### config.mk
export PLATFORM = sky130hd
export DESIGN_NAME = m1_ex_reg
export DESIGN_NICKNAME = d
export VERILOG_FILES = /design/src/rtl/m1_ex_reg.sv
export SDC_FILE = /design/constraint.sdc
export NUM_CORES = 1
export LEC_CHECK = 0
export ABC_CLOCK_PERIOD_IN_PS = 4100
export CORE_MARGIN = 3
export CORE_UTILIZATION = 24
export CTS_BUF_LIST = sky130_fd_sc_hd__clkbuf_8
export CTS_CLUSTER_SIZE = 25
export DETAILED_ROUTE_END_ITERATION = 16
export PLACE_DENSITY = 0.55
export SLEW_MARGIN = 20
export SYNTH_ARGS = -nofsm -noshare
export SYNTH_HDL_FRONTEND = slang
export SYNTH_SLANG_ARGS = --single-unit
### constraint.sdc
create_clock -name sys_clock_i -period 4.1 [get_ports sys_clock_i]
set_input_delay 0.41 -clock sys_clock_i [delete_from_list [all_inputs] [get_ports sys_clock_i]]
set_output_delay 0.41 -clock sys_clock_i [all_outputs]
set_load 0.02 [all_outputs]
### src/rtl/m1_ex_reg.sv
// m1_ex_reg: execute-stage output register with a two-entry skid buffer,
// overflow detection at capture and a saturating overflow counter.
module m1_ex_reg #(
    parameter int         TRAP_ON_OVF = 1,
    parameter logic [4:0] ALU_OP_ADD  = 5'd0,
    parameter logic [4:0] ALU_OP_SUB  = 5'd2
) (
    input  logic        sys_clock_i,
    input  logic        sys_reset_i,
    input  logic        flush_i,
    input  logic        valid_i,
    output logic        ready_o,
    input  logic [32:0] alu_result_i,
    input  logic        a_msb_i,
    input  logic        b_msb_i,
    input  logic [4:0]  func_i,
    input  logic        signed_i,
    input  logic        trap_en_i,
    input  logic [4:0]  rd_i,
    output logic        valid_o,
    input  logic        ready_i,
    output logic [31:0] result_o,
    output logic        carry_o,
    output logic [4:0]  rd_o,
    output logic        we_o,
    output logic        ovf_o,
    output logic [15:0] ovf_count_o
);
    typedef struct packed {
        logic [31:0] result;
        logic        carry;
        logic [4:0]  rd;
        logic        we;
        logic        ovf;
    } entry_t;

    entry_t      main_q, skid_q, in_entry;
    logic        main_valid, skid_valid;
    logic        accept, xfer, add_ovf, sub_ovf, in_ovf;
    logic [15:0] ovf_count;

    assign add_ovf  = func_i == ALU_OP_ADD && a_msb_i == b_msb_i && alu_result_i[31] != a_msb_i;
    assign sub_ovf  = func_i == ALU_OP_SUB && a_msb_i != b_msb_i && alu_result_i[31] != a_msb_i;
    assign in_ovf   = signed_i && trap_en_i && (add_ovf || sub_ovf);
    assign in_entry = '{
        result: alu_result_i[31:0],
        carry:  alu_result_i[32],
        rd:     rd_i,
        we:     rd_i != 5'd0 && !(in_ovf && TRAP_ON_OVF != 0),
        ovf:    in_ovf
    };

    // Ready depends only on registered state so upstream never sees ready_i.
    assign ready_o = !skid_valid;
    assign accept  = valid_i && ready_o && !flush_i;
    assign xfer    = main_valid && ready_i;

    always_ff @(posedge sys_clock_i or negedge sys_reset_i) begin
        if (!sys_reset_i) begin
            main_valid <= 1'b0;
            skid_valid <= 1'b0;
            main_q     <= '0;
            skid_q     <= '0;
        end else if (flush_i) begin
            main_valid <= 1'b0;
            skid_valid <= 1'b0;
        end else if (xfer && skid_valid) begin
            main_q     <= skid_q;
            skid_valid <= 1'b0;
        end else if (accept && (!main_valid || xfer)) begin
            main_q     <= in_entry;
            main_valid <= 1'b1;
        end else if (accept) begin
            skid_q     <= in_entry;
            skid_valid <= 1'b1;
        end else if (xfer) begin
            main_valid <= 1'b0;
        end
    end

    always_ff @(posedge sys_clock_i or negedge sys_reset_i) begin
        if (!sys_reset_i)
            ovf_count <= '0;
        else if (accept && in_entry.ovf && ovf_count != 16'hFFFF)
            ovf_count <= ovf_count + 16'd1;
    end

    assign valid_o     = main_valid;
    assign result_o    = main_q.result;
    assign carry_o     = main_q.carry;
    assign rd_o        = main_q.rd;
    assign we_o        = main_valid && main_q.we;
    assign ovf_o       = main_valid && main_q.ovf;
    assign ovf_count_o = ovf_count;
endmodule

# After elaboration in Yosys (flattened, before gate mapping)
# Index checks and enable logic that the tools add are counted.
[op_classes]
eq_ne = 8
bitwise = 3
add_sub_neg = 1
n_reduce_logical = 31
muxes = 11
[op_table]
columns = ["cell", "count"]
rows = [
  ["40-bit two-way mux", 2],
  ["16-bit by 1-bit adder with 16-bit output (second input constant)", 1],
  ["1-bit logical AND", 16],
  ["16-bit inequality test (second input constant)", 1],
  ["1-bit two-way mux", 9],
  ["3-bit nonzero test", 2],
  ["5-bit by 2-bit equality test with 1-bit output (second input constant)", 1],
  ["5-bit logical NOT", 1],
  ["5-bit nonzero test", 1],
  ["1-bit logical NOT", 4],
  ["2-bit AND reduction", 2],
  ["4-bit AND reduction", 1],
  ["3-bit by 2-bit inequality test with 1-bit output (second input constant)", 1],
  ["3-bit inequality test (second input constant)", 1],
  ["1-bit NOT", 3],
  ["3-bit AND reduction", 1],
  ["1-bit logical OR", 2],
  ["1-bit inequality test", 2],
  ["2-bit inequality test (second input constant)", 1],
  ["2-bit nonzero test", 1],
  ["1-bit equality test", 1],
]
[totals]
out_inout_bits = 58
reg_bits = 98

# Depth between registers and ports, before layout
# Gate-level depths: netlist of the first run.
[depth]
word_depth = 9
mapped_depth = 6
mapped_depth_nobuf = 6

# Least setup slack after synthesis of the first run
# No wires, ideal clock.
[synth_path]
kind = "reg2reg"
start = "reg ovf_count[0] (netlist: ovf_count_o[0])"
end = "reg ovf_count[1] (netlist: ovf_count_o[1])"
arrival_ps = 1619
stages_incl_launch_ff = 6
period_less_slack_ps = 1744
slack_ps = 2356
path_buffers = 0
setup_time_ps = 125
cell_sequence = "dfrtp_1 > ha_1 > nand3_1 > nor4_2 > nor3_4 > mux2_4"
[synth_via]
elab_chain_cells = 2
[synth_rtl]
columns = ["element", "line", "source"]
rows = [
  ["from (decl)", "40", "logic [15:0] ovf_count;"],
  ["from (signal assigned)", "85", "ovf_count <= ovf_count + 16'd1;"],
  ["branches (longest 2 deep; another with 16-bit by 1-bit adder with 16-bit output)", "-", ""],
]
# Parallel ways; which one is timed is not known.
# A chain may end at the register's enable or synchronous reset.

# Worst setup path after layout of the first run
[layout_path]
start = "in ready_i"
end = "reg main_q (netlist bit rd_o[2])"
[layout_via]
elab_chain_cells = 5
[layout_rtl]
columns = ["element", "line", "source"]
rows = [
  ["from (decl)", "21", "input logic ready_i,"],
  ["1-bit logical AND *", "56", "assign xfer = main_valid && ready_i;"],
  ["1-bit logical OR", "70", "end else if (accept && (!main_valid || xfer)) begin"],
  ["1-bit logical AND", "70", ""],
  ["2-bit nonzero test (no line)", "-", ""],
  ["2-bit AND reduction (no line)", "-", ""],
  ["to (signal assigned)", "68", "main_q <= skid_q;"],
  ["to (signal assigned)", "71", "main_q <= in_entry;"],
  ["to (decl)", "37", "entry_t main_q, skid_q, in_entry;"],
]
# Every way passes the cells marked *; elsewhere a longest branch is shown, timed or not.

==> flow_metrics.tcl, run 1 <==
set metrics [dict create \
    crit_path_end_kind "register" \
    yosysTopAreaCell "dfrtp_1" \
    clockBufferDepth 2 \
    cts_inserted_buffers 9 \
    cts-hold-fix-buffers 0 \
    dp_slack_ns 1.50 \
    place_hpwl_um 7120 \
    synth-main-ff-cell "dfrtp_1" \
    totalWireLength_um 10100 \
    fillers 1867 \
    antenna_found_initial 0 \
    cts_max_level 3 \
    fin_crit_ns 2.15 \
    cts_setup_buffers 0 \
    critPathBufInv 2 \
    relSlewSlack_pct 35.0 \
    synth.most_common_cell "dfrtp_1" \
    hold_ws_ns 0.161 \
    die_w_um 144 \
    async_reset_ff_share_pct 100 \
    gr-total-overflow 0 \
    ios 110 \
    first_pass_iters 4 \
    die_area_mm2 0.0207 \
    grt_pass1_wl_um 16800 \
    wl_per_cell_um 14.5 \
    maxSlewViolCount 0 \
    grt_pass1_vias 3280 \
    insertedDiodeCount 0 \
    ys_ff_latch 98 \
    postSynthCellCount 392 \
    setup.worst_path.start_class "primary input" \
    cts_root_buf "clkbuf_8" \
    synth_top_cells_by_area "dfrtp_1, mux2_2, mux2i_1" \
    hold_path_class "primary input to async pin" \
    critPathRequiredTime_ns 4.35 \
    finish.utilization_pct 31.8 \
    fin_tns_setup_ns 0 \
    rows 49 \
    ys.warnings.count 0 \
    cp_top_family "buffers and inverters" \
    fp.coreArea_mm2 0.0183 \
    place_inst 678 \
    grt_max_degree 72 \
    cellPowerDensity_mw_per_mm2 425 \
    drive_above_1_share_pct 14.6 \
    r2r-end "rd_o[2]$_DFFE_PN0P_" \
    synth_common_cells "dfrtp_1, nor2_1, a21oi_1" \
    place_congestion 0.704 \
    crit_fanout 23 \
    hold_violations 0 \
    worstMarginPinSlew_ns 0.971 \
    cts_resized 0 \
    setup_ws_ns 1.95 \
    via_per_inst 4.39 \
    finalCritPeriodShare_pct 52.4 \
    port-buffer-count 109 \
    timing.rr.start "valid_o$_DFFE_PN0P_" \
    rsz0062_at_grt "no" \
    vias 3049 \
    insertion_delay_ns 0.37 \
    layout.nets 513 \
    finalSetupViolCount 0 \
    synth_seq_area_share_pct 53.7 \
    cap_violations 0 \
    cts_sinks 98 \
    synth_nets 445 \
    stdcell_count 694 \
    grt_usage_pct 10.3 \
    vdd_drop_max_uv 127 \
    yosys.area.top_type_share_pct 53.7 \
    p_leak_nw 2.29 \
    syn_area_mm2 0.00457 \
    route.detailed.drc 0 \
    rrSetupSlack_ns 1.99 \
    die_h_um 144 \
    crit_type "primary input to register" \
    crit_chain "clkdlybuf4s50_1 -> and3_2 -> buf_4 -> mux2i_1 -> a21oi_1" \
    crit_path_max_incr_delay_ns 0.62 \
    outcome "finished clean" \
    start_util_pct 24.9 \
    drt-initial-drc-count 81 \
    worstPathArrival_ns 2.39 \
    yosysUniqueCellTypes 38 \
    critPathSlowestCell "and3_2" \
    cts_tree "built" \
    r2r_cells 4 \
    synth-edff-count 0 \
    max_clock_freq_ghz 0.465 \
    syn2layout_area_growth_pct 27.7 \
    syn_avg_cell_area_um2 11.7 \
    clkTransAtPathRegs_ns 0.09 \
    postRouteAntennaNets 0 \
    skew_ns 0.0132 \
]
-- report_power, final --
| group | internal (mW) | leakage, nW | switching, mW |
|---|---|---|---|
| combinational | 0.300 | 0.993 | 0.256 |
| sequential | 1.15 | 1.18 | 0.0917 |
| clock | 0.353 | 0.121 | 0.328 |
-- registers in the layout (all words and copies together) (netlist names) --
signal       count
skid_valid       1
result_o        32
ovf_count_o     16
skid_q          40
rd_o             5
carry_o          1
valid_o          1
main_q           2
-- final cells by class --
class	count	area, um^2	area share [%]
Multi-Input combinational cell	236	1750	30.1
Inverter	2	7.51	0.129
Clock buffer	10	138	2.36
Clock inverter	6	75.1	1.29
Sequential cell	98	2450	42.1
Timing Repair Buffer	113	1120	19.2
Tap cell	229	287	4.91
-- placed cells by master, fill, tap and decap left out, types with 2 or more instances in the layout --
cell type        instances
clkdlybuf4s50_1        108
dfrtp_1                 98
nor2_1                  43
a21oi_1                 42
mux2_2                  40
mux2i_1                 38
xnor2_1                 12
clkbuf_8                10
nand4_1                  9
nand3_1                  8
nand2_1                  7
inv_1                    6
buf_4                    5
and2_1                   3
nor2b_1                  3
nor3_1                   3
and3_1                   3
nand4b_1                 2
xor2_1                   2
o21ai_0                  2
bufinv_16                2
-- cells by family (layout without fill, tap and decap cells) --
group	count (synthesis)	in the layout	synth area share, %
xor+xnor	15	15	3.04
simple gates	91	91	10.3
compound gates	49	49	5.73
flops	98	98	53.7
buf+inv	58	131	8.16
fa+ha+maj	1	1	0.274
mux	80	80	18.8
-- through the flow --
stage / total power [mW] / instance area, um^2
finish: 2.48 / 5830
global route: 2.63 / 5830
CTS: 2.53 / 5830
detailed placement: 1.83 / 5620
global placement: 1.81 / 5620
floorplan: 1.64 / 4570
-- per-layer routing --
| layer | vias to the layer above | wire (um) | GRT usage [%] |
|---|---|---|---|
| li1 | 1461 | - | - |
| met1 | 1490 | 4690 | 13.4 |
| met5 | - | 0 | 0 |
| met2 | 85 | 4630 | 16.5 |
| met3 | 13 | 584 | 2.56 |
| met4 | 0 | 190 | 4.16 |
-- worst max path at each step --
stage | from | end | cells after the start
2_1_floorplan | ovf_count_o[0]$_DFFE_PN0P_ | ovf_count_o[1]$_DFFE_PN0P_ | 5
3_3_place_gp | ready_i | result_o[31]$_DFFE_PN0P_ | 5
3_5_place_dp | flush_i | skid_q[8]$_DFFE_PN0P_ | 4
4_1_cts | valid_o$_DFFE_PN0P_ | skid_q[16]$_DFFE_PN0P_ | 3
5_1_grt | valid_o$_DFFE_PN0P_ | skid_q[16]$_DFFE_PN0P_ | 3
6_report | ready_i | rd_o[2]$_DFFE_PN0P_ | 5
No activity file was read; power rests on OpenSTA's default activity.
==> run 2, diff against run 1 <==
--- a/config.mk
+++ b/config.mk
@@ -5,7 +5,7 @@
 export SDC_FILE = /design/constraint.sdc
 export NUM_CORES = 1
 export LEC_CHECK = 0
-export ABC_CLOCK_PERIOD_IN_PS = 4100
+export ABC_CLOCK_PERIOD_IN_PS = 2250
 export CORE_MARGIN = 3
 export CORE_UTILIZATION = 24
 export CTS_BUF_LIST = sky130_fd_sc_hd__clkbuf_8
==> constraint.sdc (replaced) <==
create_clock -name sys_clock_i -period 2.25 [get_ports sys_clock_i]
set_input_delay 0.225 -clock sys_clock_i [delete_from_list [all_inputs] [get_ports sys_clock_i]]
set_output_delay 0.225 -clock sys_clock_i [all_outputs]
set_load 0.02 [all_outputs]
==> run 2 against run 1 <==
  * Critical path depth down 3
  * Via count is 1.9% higher
  * Count of clock-buffer cells in the layout is 1 lower
  * Register-to-register slack lost 1.6 ns
  * Die area is the same
  * Global-route usage grew 0.40 points
  * Total power rose by 82%
  * First-iteration DRC count is 51% higher
==> flow_metrics.tcl, run 2 (synthesis results as in run 1) <==
set metrics [dict create \
    clockBufferDepth 2 \
    cts_setup_buffers 0 \
    relSlewSlack_pct 59.6 \
    crit_path_max_incr_delay_ns 0.67 \
    crit_fanout 9 \
    fillers 1826 \
    place_congestion 0.717 \
    cts_root_buf "clkbuf_8" \
    place_hpwl_um 7450 \
    final_cell_mix "clkdlybuf4s50_1, dfrtp_1, nor2_1, a21oi_1, mux2_2" \
    drt-initial-drc-count 122 \
    critPathSlowestCell "clkdlybuf4s50_1" \
    via_per_inst 4.46 \
    cts_sinks 98 \
    totalWireLength_um 10600 \
    worstPathArrival_ns 1.70 \
    skew_ns 0.0143 \
    final_common_cell "clkdlybuf4s50_1" \
    grt_pass1_wl_um 17400 \
    drive_above_1_share_pct 15.6 \
    fin_tns_setup_ns 0 \
    worstMarginPinSlew_ns 0.606 \
    syn2layout_area_growth_pct 29.2 \
    cp_top_family "buffers and inverters" \
    setup.worst_path.start_class "register" \
    p_leak_nw 2.31 \
    critPathRequiredTime_ns 2.03 \
    grt_max_degree 55 \
    fp.coreArea_mm2 0.0183 \
    cts_tree "built" \
    postRouteAntennaNets 0 \
    ios 110 \
    die_w_um 144 \
    multiInputGateArea_mm2 0.00175 \
    finish.utilization_pct 32.2 \
    die_area_mm2 0.0207 \
    finalSetupViolCount 0 \
    hold_path_class "primary input to async pin" \
    rows 49 \
    rsz0062_at_grt "no" \
    first_pass_iters 6 \
    route.detailed.drc 0 \
    insertion_delay_ns 0.37 \
    insertedDiodeCount 0 \
    antenna_found_initial 0 \
    fin_crit_ns 1.92 \
    clkTransAtPathRegs_ns 0.09 \
    largest_reg_flops 40 \
    top_register "skid_q" \
    finalCritPeriodShare_pct 85.5 \
    crit_path_end_kind "output pin" \
    gr-total-overflow 0 \
    outcome "finished clean" \
    cts_max_level 3 \
    cts_inserted_buffers 9 \
    wl_per_cell_um 15.2 \
    maxSlewViolCount 0 \
    max_clock_freq_ghz 0.520 \
    die_h_um 144 \
    crit_chain "and2_1 -> clkdlybuf4s50_1" \
    seqCellArea_mm2 0.00245 \
    layout.nets 518 \
    crit_type "register to output pin" \
    cellPowerDensity_mw_per_mm2 762 \
    critPathBufInv 1 \
    hold_violations 0 \
    start_util_pct 24.9 \
    cap_violations 0 \
    vias 3106 \
    port-buffer-count 109 \
    grt_usage_pct 10.7 \
    vdd_drop_max_uv 357 \
    grt_pass1_vias 3279 \
]
run 2: cell count changes in the layout (fill, tap and decap cells not counted):
cell           previous run  this run
clkbuf_8                 10         9
dlygate4sd3_1             0         1
clkinv_2                  0         2
buf_12                    0         4
inv_1                     6         2
run 2: path summary, 6_finish.rpt:
path	start	end	slack (ns)	depth (start not counted)
worst max-delay path	valid_o$_DFFE_PN0P_	ovf_o	0.33	2
max in group asynchronous	sys_reset_i	skid_q[26]$_DFFE_PN0P_	1.14	3
worst min-delay path	sys_reset_i	result_o[4]$_DFFE_PN0P_	0.39	2
worst min register to register	skid_q[1]$_DFFE_PN0P_	skid_q[1]$_DFFE_PN0P_	0.49	2
worst max register to register	skid_valid$_DFFE_PN0P_	ovf_count_o[1]$_DFFE_PN0P_	0.36	4
min in group sys_clock_i	alu_result_i[2]	skid_q[10]$_DFFE_PN0P_	0.49	2
run 2: repair_timing:
action | 4_1_cts | 5_1_grt
hold buffers | 1 | 0
setup endpoints to repair | 0 | 0
gates resized for setup | 0 | 0
hold endpoints to repair | 44 | 0
run 2: cell type report:
type                    count  share of cell area (%)
well taps                 229                    4.85
multi-input cells         236                    29.7
inverters                   2                   0.127
clock inverters             4                    1.19
clock buffers               9                    2.10
repair buffers            118                    20.5
flip-flops and latches     98                    41.6
run 2: power breakdown:
part | switching (mW) | leakage (nW) | internal (mW)
Combinational | 0.473 | 1.03 | 0.560
Clock | 0.592 | 0.101 | 0.605
Sequential | 0.176 | 1.18 | 2.09
run 2: stage by stage:
step	power (mW)	instance area (um^2)	worst slack, ns	cells	hold slack (ns)
final	4.50	5900	0.325	696	0.389
after global routing	4.78	5900	0.179	696	0.422
after CTS	4.60	5900	0.258	696	0.384
after detailed placement	3.36	5700	0.0977	682	0.280
after global placement	3.31	5700	0.192	682	0.272
after floorplan	2.98	4570	0.506	392	-0.0706
run 2: per-layer routing:
layer / GRT usage [%] / vias up / part of all wire (%)
li1: - / 1464 / -
met4: 3.42 / 0 / 1.3
met1: 13.1 / 1546 / 43
met2: 18.1 / 88 / 50
met5: 0 / - / 0
met3: 3.16 / 8 / 5.2
